## src/rtl/genius_memory_game.sv

```systemverilog
// Genius memory game: a fixed 16-step colour sequence that the player repeats over growing rounds.
// One control FSM plus a datapath (ROM, counters, shared timer, comparator, button edge detector).
module genius_memory_game #(
  parameter int T_INIT    = 2000,
  parameter int T_PAUSE   = 500,
  parameter int T_TIMEOUT = 5000
) (
  input  logic       clock,
  input  logic       reset,
  input  logic       jogar,
  input  logic [3:0] botoes,
  input  logic       botao_coringa,
  output logic [3:0] leds,
  output logic       ganhou,
  output logic       perdeu,
  output logic       pronto,
  output logic       led_coringa,
  output logic [6:0] db_contagem,
  output logic [6:0] db_memoria,
  output logic [6:0] db_estado,
  output logic [6:0] db_jogadafeita,
  output logic [6:0] db_rodada,
  output logic       db_clock,
  output logic       db_jogada_correta,
  output logic       db_tem_jogada,
  output logic       db_enderecoIgualRodada,
  output logic       db_timeout
);

  typedef enum logic [3:0] {
    INICIAL        = 4'h0,
    PREPARACAO     = 4'h1,
    MOSTRA_INICIAL = 4'h2,
    ESPERA         = 4'h3,
    REGISTRA       = 4'h4,
    COMPARA        = 4'h5,
    PROXIMO        = 4'h6,
    PROXIMA_RODADA = 4'h8,
    PAUSA          = 4'h9,
    FIM_ACERTO     = 4'hA,
    FIM_TIMEOUT    = 4'hD,
    FIM_ERRO       = 4'hE
  } state_t;

  // One shared timer serves the initial display, the pause and the play timeout;
  // each phase clears it on entry, so a phase of N clocks ends when it reads N-1.
  localparam logic [12:0] INIT_LAST    = 13'(T_INIT - 1);
  localparam logic [12:0] PAUSE_LAST   = 13'(T_PAUSE - 1);
  localparam logic [12:0] TIMEOUT_LAST = 13'(T_TIMEOUT - 1);

  function automatic logic [3:0] rom_data(input logic [3:0] addr);
    logic [3:0] d;
    case (addr)
      4'd0:  d = 4'b0001;
      4'd1:  d = 4'b0010;
      4'd2:  d = 4'b0100;
      4'd3:  d = 4'b1000;
      4'd4:  d = 4'b0100;
      4'd5:  d = 4'b0010;
      4'd6:  d = 4'b0001;
      4'd7:  d = 4'b0001;
      4'd8:  d = 4'b0010;
      4'd9:  d = 4'b0010;
      4'd10: d = 4'b0100;
      4'd11: d = 4'b0100;
      4'd12: d = 4'b1000;
      4'd13: d = 4'b1000;
      4'd14: d = 4'b0001;
      default: d = 4'b0100;
    endcase
    return d;
  endfunction

  // Active-low segments, bit 6 = g ... bit 0 = a.
  function automatic logic [6:0] hex7(input logic [3:0] v);
    logic [6:0] s;
    case (v)
      4'h0: s = 7'b1000000;
      4'h1: s = 7'b1111001;
      4'h2: s = 7'b0100100;
      4'h3: s = 7'b0110000;
      4'h4: s = 7'b0011001;
      4'h5: s = 7'b0010010;
      4'h6: s = 7'b0000010;
      4'h7: s = 7'b1111000;
      4'h8: s = 7'b0000000;
      4'h9: s = 7'b0010000;
      4'hA: s = 7'b0001000;
      4'hB: s = 7'b0000011;
      4'hC: s = 7'b1000110;
      4'hD: s = 7'b0100001;
      4'hE: s = 7'b0000110;
      default: s = 7'b0001110;
    endcase
    return s;
  endfunction

  state_t      state;
  logic [3:0]  endereco;
  logic [3:0]  rodada;
  logic [3:0]  jogada;
  logic [3:0]  botoes_prev;
  logic [12:0] timer;
  logic        coringa_disp;
  logic        ganhou_r;
  logic        perdeu_r;
  logic        pronto_r;
  logic        timeout_r;
  logic [3:0]  rom_atual;
  logic        tem_jogada;

  assign rom_atual  = rom_data(endereco);
  assign tem_jogada = (botoes_prev == 4'b0000) && (botoes != 4'b0000);

  always_ff @(posedge clock or negedge reset) begin
    if (!reset) botoes_prev <= 4'b0000;
    else        botoes_prev <= botoes;
  end

  always_ff @(posedge clock or negedge reset) begin
    if (!reset) begin
      state        <= INICIAL;
      endereco     <= 4'd0;
      rodada       <= 4'd0;
      jogada       <= 4'd0;
      timer        <= 13'd0;
      coringa_disp <= 1'b1;
      ganhou_r     <= 1'b0;
      perdeu_r     <= 1'b0;
      pronto_r     <= 1'b0;
      timeout_r    <= 1'b0;
    end else begin
      case (state)
        INICIAL: begin
          if (jogar) state <= PREPARACAO;
        end
        PREPARACAO: begin
          endereco     <= 4'd0;
          rodada       <= 4'd0;
          jogada       <= 4'd0;
          timer        <= 13'd0;
          coringa_disp <= 1'b1;
          ganhou_r     <= 1'b0;
          perdeu_r     <= 1'b0;
          pronto_r     <= 1'b0;
          timeout_r    <= 1'b0;
          state        <= MOSTRA_INICIAL;
        end
        MOSTRA_INICIAL: begin
          if (timer == INIT_LAST) begin
            timer <= 13'd0;
            state <= ESPERA;
          end else begin
            timer <= timer + 13'd1;
          end
        end
        ESPERA: begin
          // The play is latched here because the button may already be released in REGISTRA.
          if (tem_jogada) begin
            jogada <= botoes;
            state  <= REGISTRA;
          end else if (!botao_coringa && coringa_disp) begin
            jogada       <= rom_atual;
            coringa_disp <= 1'b0;
            state        <= REGISTRA;
          end else if (timer == TIMEOUT_LAST) begin
            perdeu_r  <= 1'b1;
            pronto_r  <= 1'b1;
            timeout_r <= 1'b1;
            state     <= FIM_TIMEOUT;
          end else begin
            timer <= timer + 13'd1;
          end
        end
        REGISTRA: begin
          state <= COMPARA;
        end
        COMPARA: begin
          if (jogada != rom_atual) begin
            perdeu_r <= 1'b1;
            pronto_r <= 1'b1;
            state    <= FIM_ERRO;
          end else if (endereco != rodada) begin
            state <= PROXIMO;
          end else if (rodada == 4'd15) begin
            ganhou_r <= 1'b1;
            pronto_r <= 1'b1;
            state    <= FIM_ACERTO;
          end else begin
            state <= PROXIMA_RODADA;
          end
        end
        PROXIMO: begin
          endereco <= endereco + 4'd1;
          timer    <= 13'd0;
          state    <= ESPERA;
        end
        PROXIMA_RODADA: begin
          rodada   <= rodada + 4'd1;
          endereco <= 4'd0;
          timer    <= 13'd0;
          state    <= PAUSA;
        end
        PAUSA: begin
          if (timer == PAUSE_LAST) begin
            timer <= 13'd0;
            state <= ESPERA;
          end else begin
            timer <= timer + 13'd1;
          end
        end
        FIM_ACERTO, FIM_ERRO, FIM_TIMEOUT: begin
          if (jogar) state <= PREPARACAO;
        end
        default: state <= INICIAL;
      endcase
    end
  end

  always_comb begin
    leds = 4'b0000;
    if (state == MOSTRA_INICIAL) leds = rom_data(4'd0);
    else if (state == ESPERA)    leds = botoes;
  end

  assign ganhou                 = ganhou_r;
  assign perdeu                 = perdeu_r;
  assign pronto                 = pronto_r;
  assign led_coringa            = coringa_disp;
  assign db_timeout             = timeout_r;
  assign db_contagem            = hex7(endereco);
  assign db_memoria             = hex7(rom_atual);
  assign db_estado              = hex7(state);
  assign db_jogadafeita         = hex7(jogada);
  assign db_rodada              = hex7(rodada);
  assign db_clock               = clock;
  assign db_jogada_correta      = (jogada == rom_atual);
  assign db_tem_jogada          = tem_jogada;
  assign db_enderecoIgualRodada = (endereco == rodada);

endmodule

```

## config.mk

```make
export PLATFORM = sky130hd
export DESIGN_NAME = genius_memory_game
export DESIGN_NICKNAME = d
export VERILOG_FILES = /design/src/rtl/genius_memory_game.sv
export SDC_FILE = /design/constraint.sdc
export NUM_CORES = 1
export LEC_CHECK = 0
export CELL_PAD_IN_SITES_DETAIL_PLACEMENT = 0
export CELL_PAD_IN_SITES_GLOBAL_PLACEMENT = 2
export CORE_ASPECT_RATIO = 1.1
export CORE_MARGIN = 2
export CORE_UTILIZATION = 29
export CTS_CLUSTER_DIAMETER = 120
export DETAILED_ROUTE_END_ITERATION = 8
export GPL_ROUTABILITY_DRIVEN = 0
export GPL_TIMING_DRIVEN = 0
export PLACE_DENSITY_LB_ADDON = 0.08
export SLEW_MARGIN = 20
export SYNTH_ARGS = -nofsm -noshare
export SYNTH_HDL_FRONTEND = slang
export SYNTH_SLANG_ARGS = --single-unit
export TNS_END_PERCENT = 1
```

## constraint.sdc

```tcl
create_clock -name clock -period 2.4 [get_ports clock]
set_input_delay 0.24 -clock clock [delete_from_list [all_inputs] [get_ports clock]]
set_output_delay 0.24 -clock clock [all_outputs]
set_load 0.05 [all_outputs]
```

======== After elaboration in Yosys (flattened, before gate mapping) ========
Memory sizes are Yosys's and may differ from the RTL's.
Index checks and enable logic that the tools add are counted.
operators by class
  reduce and logical (&&, ||, !) cells .... 23
  muxes and demuxes ....................... 38
  $add $sub $neg .......................... 3
  equal/unequal tests ..................... 35
operators with widths
  kind                                                   number
  2-to-1 mux 13 bit                                      5
  case mux 13 bit (4 select lines)                       1
  2-to-1 mux 4 bit                                       12
  case mux 4 bit (9 select lines)                        1
  equality test 4 bit, second input constant             6
  case mux 4 bit (2 select lines)                        3
  inequality test 2 bit, second input constant           11
  AND reduction 4 bit                                    4
  adder 13 x 1 -> 13 bit, second input constant          1
  equality test 13 x 11 -> 1 bit, second input constant  1
  equality test 13 bit, second input constant            1
  equality test 13 x 9 -> 1 bit, second input constant   1
  equality test 4 x 3 -> 1 bit, second input constant    3
  2-to-1 mux 1 bit                                       10
  inequality test 3 bit, second input constant           3
  adder 4 x 1 -> 4 bit, second input constant            2
  equality test 4 x 2 -> 1 bit, second input constant    2
  equality test 4 bit                                    2
  zero test 4 bit                                        2
  inequality test 4 bit                                  2
  nonzero test 2 bit                                     4
  nonzero test 4 bit                                     2
  case mux 1 bit (2 select lines)                        3
  case mux 1 bit (3 select lines)                        2
  other kinds (14)                                       15
storage, ports and cells
  output and inout port bits .............. 48
  word-level logic and storage cells ...... 116
  memories kept ........................... 6
  bits of input ports ..................... 8
  flip-flop bits (word level) ............. 38
  ROM bits ................................ 624
memory list
  name              words  width  read ports  clocked after memory_dff  wr ports  RTL line  source
  (name not given)  16     7      1           0                         0         77        case (v)
  (name not given)  16     7      1           0                         0         77
  (name not given)  16     7      1           0                         0         77
  (name not given)  16     7      1           0                         0         77
  (name not given)  16     7      1           0                         0         77
  (name not given)  16     4      1           0                         0         53        case (addr)

======== Longest topological paths before layout ========
Gate-level depths: netlist of the first run.
  depth after elaboration ................. 5
  mapped depth ............................ 11
  mapped depth without buffers ............ 10

==> impl.org, run 1 <==
** Run status
- Violated checks :: negative setup slack
- The flow ran to the end, but the final reports show violations.

** Final layout
- The multi-input combinational cells in the finished layout cover a total of between 2000 and 3000 um2.
- Number of fill cells :: 1184
- Layout area overhead :: 43.4%
- Registers take ~960 um2.
- Non-filler cells, final :: 666
- Top library cells by usage in the layout, fill and taps aside :: 40 x nand2_1, 33 x nor2_1, 31 x dfrtp_1
- At the end of the flow, the number of nets in the layout was between 500 and 600.
- Of the cells placed in the final design, the portion with a size suffix greater than 1 is 32.4%.
- Most common cell after layout, fill and taps aside :: nand2_1
- Diode insertion count for antenna repair :: 0

** Floorplan
- For this configuration, the core starts out at a cell density of ~29%.
- Die height :: 119 um
- Number of ports placed on the die boundary :: 56
- The die is approximately 110 um wide.
- Row count :: between 40 and 50
- The floorplan step defined a die boundary enclosing approximately 13000 um2.
- In this run the standard cell core region covers ~12000 um2.

** Detailed routing
- Per-cell via count in the routed design :: 5.11
- In this run the remaining antenna-violating nets after routing total 0.
- Total Routed Length :: 10.9 mm
- Dividing the detail-routed wire length by the instance count gives 16.3 um.
- Detailed routing inserted a total of about 3400 vias.
- The detailed router finished its first iteration with about 140 violations.
- First-pass DRT Iterations :: 4
- After detailed routing, the number of remaining DRC violations is 0.

** Setup path
- Worst path slowest cell :: dfrtp_1
- Of all nets on the critical path, the largest fanout is 5.
- The worst setup path is launched from a flip-flop.
- The worst setup path is of the flip-flop to primary output kind.
- Nature of the critical path endpoint :: primary output
- Cell mode on critical path :: buf_6
- Worst Setup SP :: endereco[1]
- Data arrives at the worst endpoint at ~2.4 ns.
- In this design, the stage delay of the slowest critical-path cell is between 0.4 and 0.5 ns.
- Walking the worst path, the cells encountered are buf_6 -> inv_8 -> ha_4 -> mux4_2 -> clkinvlp_4 -> buf_6 -> or3_4 -> o21ai_2 -> buf_6.
- At the worst endpoint, the required time is around 2.2 ns.
- The startpoint identified for the worst register-to-register timing path is endereco[0].

** Synthesis
- Cell types with the largest area share after synthesis :: dfrtp_1 26%, ha_1 11%, mux2i_1 4.9%
- Counting flops with an async set or reset pin after synthesis yields a share of between 90% and 100%.
- Mean Syn Cell Area :: between 8 and 9 um2
- In the synthesized netlist, the number of instances is 417.
- Flip-flop and latch count after synthesis :: 38
- Count of synthesis-stage warnings from yosys :: 0
- Post-synth EDFFs :: 0
- The cell area that synthesis handed to floorplanning was roughly 3500 um2.
- The number of different library cells used by synthesis comes to 56.
- Share of Yosys cell area claimed by the top area cell type :: a little over a quarter
- Seq/Total Area, Yosys :: between 20 and 30%
- Primary flip-flop cell chosen by synthesis mapping :: dfrtp_1
- Synthesis produced a netlist with a net count of ~460.
- Cell accounting for the most synthesized area :: dfrtp_1

** Timing
- Min setup slack post-route :: -0.199 ns
- Across the routed clock network, the largest skew measured is slightly above 0.006 ns.
- Headroom to the max-slew limit came out at between 60% and 70%.
- The total count of max-transition violations in the final report was 0.
- Fmax achieved :: 0.385 GHz
- The hold violation total from the final report was 0.
- After layout, the worst path uses 108% of the clock period.
- The routed design could run at a clock period as short as around 2.6 ns.
- Final setup violation count :: 14
- Setup repair after global routing could not meet its margin everywhere.
- Worst hold margin :: about 0.3 ns
- At the pin with the least slew margin, the transition time is approximately 0.58 ns.

** Clock network
- CTS tree :: yes
- Clock slew seen by the registers of the worst setup and hold paths :: roughly 0.060 ns
- At the later pin of the worst-skew pair, clock insertion delay measures 0.39 ns.

** Pwr
- PD cells :: between 1000 and 1500 nW/um2
- Leakage dissipation :: ~2.2 nW
- Across the VDD grid, the largest voltage drop is around 0.87 mV.

** GRT
- Sum of overflow across all layers after global routing :: 0
- In the global route stage, overall resource usage came out at 16.7%.
- First-pass GRT wire length :: approximately 17 mm
- The number of global-route vias before repair came to between 3000 and 4000.
- Largest net degree at the start of global routing :: 27
- Antenna violations before repair :: 0

** Placement
- During placement, the flow inserted port buffers numbering 55.
- Worst Setup Slack post-DPL :: -1.23 ns
- Detailed placement finished with a half-perimeter wire length of just under 8 mm.
- Post-Place Cells :: approximately 630

** Worst hold path
- In this run the worst hold path is classified as input pin to async pin.

** Run
- Max-cap violations :: 0
## cell type report
type,count,area share [%]
buffer,22,2.67
clock buffer,11,4.29
inverter,21,1.97
multi-input combinational,335,52.9
sequential,38,19.1
tap,154,3.84
timing repair buffer,85,15.2
## metrics by stage
step | total power, mW | utilization [%] | area (um2) | TNS (ns)
6_report | 7.14 | 42.1 | 5020 | -1.55
5_1_grt | 7.58 | 42.1 | 5020 | -2.99
4_1_cts | 6.90 | 39.9 | 4760 | -1.60
3_5_place_dp | 5.83 | 36.2 | 4320 | -16.40
3_3_place_gp | 5.82 | 36.1 | 4310 | -20.78
2_1_floorplan | 4.40 | - | 3560 | -1.12
## routing by layer
layer	part of all wire (%)	track usage, %	up-vias
met4	0.89	3.69	0
met1	46	21.7	1652
met3	2.6	2.79	7
met2	51	28.9	55
li1	-	-	1691
met5	0	0	-
## path summary, 6_finish.rpt
check / to / slack (ns) / cells past startpoint
max: db_memoria[2] / -0.20 / 9
min: timer[5] / 0.30 / 2
max reg2reg: state[3] / -0.12 / 9
min reg2reg: perdeu / 0.50 / 2
max in group asynchronous: led_coringa / 1.56 / 3
min in group clock: botoes_prev[3] / 0.42 / 1
## repair_timing
action	4_1_cts	5_1_grt
pin swaps	8	15
gates resized for setup	222	59
endpoints found under the setup margin	62	50
hold buffers	1	0
setup buffers	12	17
endpoints found under the hold margin	12	0
## cell families (layout without fill, tap and decap cells)
group	Yosys count	after routing	share of synthesized area (%)
buf+inv	44	139	5.76
compound gates	110	110	20.7
simple gates	157	157	23.1
fa+ha+maj	32	32	11.4
xor+xnor	10	10	2.72
mux	26	26	9.05
flops	38	38	27.2
## cells in the mapped netlist (7+ instances only)
master	instances
nand2_1	44
a22o_1	14
and3_1	12
ha_1	32
nor2_1	39
a31oi_1	7
mux2i_1	17
clkbuf_1	13
inv_1	21
nand3_1	7
nor2b_1	12
o21ai_0	32
a21oi_1	21
dfrtp_1	37
## state kept, by name, summed over array words and instances (netlist names)
| signal | count |
|---|---|
| ganhou | 1 |
| timer | 13 |
| db_timeout | 1 |
| rodada | 4 |
| jogada | 4 |
| pronto | 1 |
| state | 4 |
| perdeu | 1 |
| botoes_prev | 4 |
| endereco | 4 |
| led_coringa | 1 |
## worst max-delay path, delay by kind of cell, from the launching register on
family / cells / cell delay (ns)
buffers and inverters: 5 / 0.67
DFF: 1 / 0.41
and+or+nand+nor: 1 / 0.38
muxes: 1 / 0.31
adders and majority gates: 1 / 0.12
AOI/OAI and AO/OA: 1 / 0.07
## report_power, final
part / leakage (nW) / switching, mW / internal (mW)
Clock: 0.111 / 0.359 / 0.634
Combinational: 1.62 / 3.28 / 1.82
Sequential: 0.474 / 0.231 / 0.813
Total: 2.21 / 3.87 / 3.26
(Power assumes the default switching activity.)
==> run 2, diff against run 1 <==
SKIP_CTS_REPAIR_TIMING = 1   (was not set)
==> impl.org, run 2 (same netlist as run 1, synthesis figures left out) <==
** Floorplan
- The total core area was 11900 um2 (unchanged).
- Number of ports placed on the die boundary :: 56 (unchanged)
- The vertical die dimension was 119 um (unchanged).
- The die outline width came to 109 um (unchanged).
- Effective utilization at floorplan :: 29.3% (unchanged)
- The area of the die was 13000 um2 (unchanged).
- The row count was 42 (unchanged).

** Placement
- Worst Setup Slack post-DPL :: -1.23 ns (unchanged)
- The number of port buffers is 55 (unchanged).
- The placed instance count came to 627 (unchanged).
- HPWL after detailed placement :: 7.83 mm (unchanged)
- The placed standard-cell area came to 4320 um2 (unchanged).

** Setup path
- Required time at the worst-slack endpoint :: 2.16 ns (about the same)
- The worst endpoint data arrival time is 2.47 ns (was 2.36 ns).
- Crit Path Class :: flip-flop to primary output (unchanged)
- The sort of element at the end of the critical path is a primary output (unchanged).
- Critical path fanouts, max :: 5 (unchanged)
- Type of element launching the critical path :: flip-flop (unchanged)

** Clock network
- Clock latency reported for the late side of the worst-skew pair :: 0.39 ns (about the same)
- CTS tree :: yes (unchanged)
- Clock slew seen by the registers of the worst setup and hold paths :: 0.06 ns (about the same)

** Timing
- Count of final max-slew check failures :: 0 (unchanged)
- The final total negative setup slack came to -2.52 ns (was -1.55 ns).
- The pin slew with the least headroom to its limit came to 0.549 ns (was 0.575 ns).
- The maximum clock rate came to 0.369 GHz (was 0.385 GHz).
- The largest clock skew in the final design came to 0.00867 ns (was 0.00605 ns).
- RSZ-0062 raised after global routing: true (unchanged).
- The final critical-path required period was 2.71 ns (was 2.60 ns).
- Final number of hold-violating endpoints :: 0 (unchanged)
- The final worst-path cycle share is 113% (was 108%).
- The number of failing setup endpoints in the final timing report came to 12 (was 14).
- The headroom to the max-slew limit came to 63.4% (was 61.7%).
- The worst hold margin came to 0.301 ns (was 0.300 ns).
- Min setup slack post-route :: -0.309 ns (was -0.199 ns)

** Final layout
- The register with the most flip-flops was timer (unchanged).
- Top library cells by usage in the layout, fill and taps aside: 42 x nand2_1, 33 x nor2_1, 30 x dfrtp_1 (was 40 x nand2_1, 33 x nor2_1, 31 x dfrtp_1).
- Most common cell after layout, fill and taps aside :: nand2_1 (unchanged)
- The number of flip-flops under the largest register name came to 13 (unchanged).
- The antenna diode instance count is 0 (unchanged).
- Final core area utilization :: 40.9% (was 42.1%)
- The area added between synthesis and finish was 39.4% (was 43.4%).
- The share of post-route cells with drive strength above 1 is 30.4% (was 32.4%).
- Net count reported at finish :: 544 (was 552)
- Non-filler cells, final :: 658 (was 666)
- Area of all placed cells without fillers :: 4880 um2 (was 5020 um2)

** Pwr
- Part of the power in the clock network :: 14.0% (was 13.9%)
- PD cells :: 1460 nW/um2 (was 1420 nW/um2)
- The leakage power summed over all cells was 2.27 nW (was 2.21 nW).
- The fraction of power consumed by sequential logic came to 14.6% (about the same).
- Internal power contribution :: 3.27 mW (was 3.26 mW)
- The switching share of power came to 54.1% (was 54.3%).
- Net switching power of the design :: 3.85 mW (was 3.87 mW)
- Maximum ir drop on the vdd rail :: 0.848 mV (was 0.871 mV)
- Logic gate share of total power :: 71.4% (about the same)
- Final Power :: 7.12 mW (was 7.14 mW)

** GRT
- Global-route track usage on met3 :: 2.96% (was 2.79%)
- The initial antenna violation count is 0 (unchanged).
- The global-route track usage on met2 was 27.5% (was 28.9%).
- The number of global-route vias before repair is 3210 (was 3327).
- The met1 track utilization from global routing came to 21.3% (was 21.7%).
- Largest net degree at the start of global routing :: 27 (unchanged)
- The global-route total usage across every layer was 16.2% (was 16.7%).
- First-pass GRT wire length :: 16.4 mm (was 17.0 mm)
- The total congestion overflow after global routing was 0 (unchanged).
- Most congested layer reported by global routing :: met2 (unchanged)

** Run status
- Outcome: finished, violations left (unchanged).
- Violated checks :: negative setup slack (unchanged)

** Worst hold path
- Worst min-delay path class :: input pin to async pin (unchanged)

** Run
- Max-cap violations :: 0 (unchanged)

** Detailed routing
- First-pass DRT Iterations :: 4 (unchanged)
- The average wire per standard cell came to 16.3 um (about the same).
- Number of design-rule violations left by the first detailed-router iteration :: 127 (was 142)
- Per-cell via count in the routed design :: 5.11 (about the same)
- Residual antenna-violating net count after detailed routing :: 0 (unchanged)
- The aggregate routed wire length came to 10.7 mm (was 10.9 mm).
- The detailed-route via count came to 3365 (was 3405).
- The number of DRC violations after detailed routing is 0 (unchanged).
-- run 2: cell count changes in the layout (fill, tap and decap cells not counted), sizes merged --
| cell | delta |
|---|---|
| clkbuf | +10 |
| clkinv | -1 |
| inv | +1 |
| buf | -17 |
| dlymetal6s2s | +13 |
| dlygate4sd2 | -7 |
| clkdlybuf4s15 | -7 |
-- run 2: final timing paths --
path,start,depth (start not counted),slack (ns),endpoint
min in group clock,botoes[2],1,0.43,botoes_prev[2]
worst min-delay path,reset,2,0.30,state[2]
max in group asynchronous,reset,3,1.55,led_coringa
worst min register to register,perdeu,2,0.50,perdeu
worst max register to register,endereco[1],9,-0.21,state[2]
worst max-delay path,endereco[1],10,-0.31,db_memoria[2]
-- run 2: routing by layer --
metal	routed length, um	vias up
li1	-	1671
met1	4950	1634
met2	5410	55
met3	291	5
met4	70	0
met5	0	-
-- run 2: final cells by class --
type | count | area [um2]
flip-flops and latches | 38 | 961
fillers | 1191 | 7050
multi-input cells | 335 | 2590
repair buffers | 77 | 693
well taps | 154 | 193
clock buffers | 11 | 215
inverters | 21 | 93.8
plain buffers | 22 | 133
-- run 2: power by group through the flow --
stage               clock network, mW  logic, mW  registers [mW]
global placement                0.119       4.67            1.04
floorplan                      0.0898       3.25            1.06
detailed placement              0.119       4.67            1.04
finish                          0.994       5.08            1.04
global route                     1.05       5.44            1.07
CTS                              1.02       4.68            1.03
-- run 2: critical path, stage by stage, from the launching register on --
cell and delay [ns]:
dfrtp_1 0.36, buf_6 0.13, clkinvlp_4 0.14, ha_2 0.20, mux2i_1 0.16, o21ai_2 0.13, buf_4 0.16, ha_4 0.17
or3_4 0.39, o21ai_2 0.07, buf_6 0.17
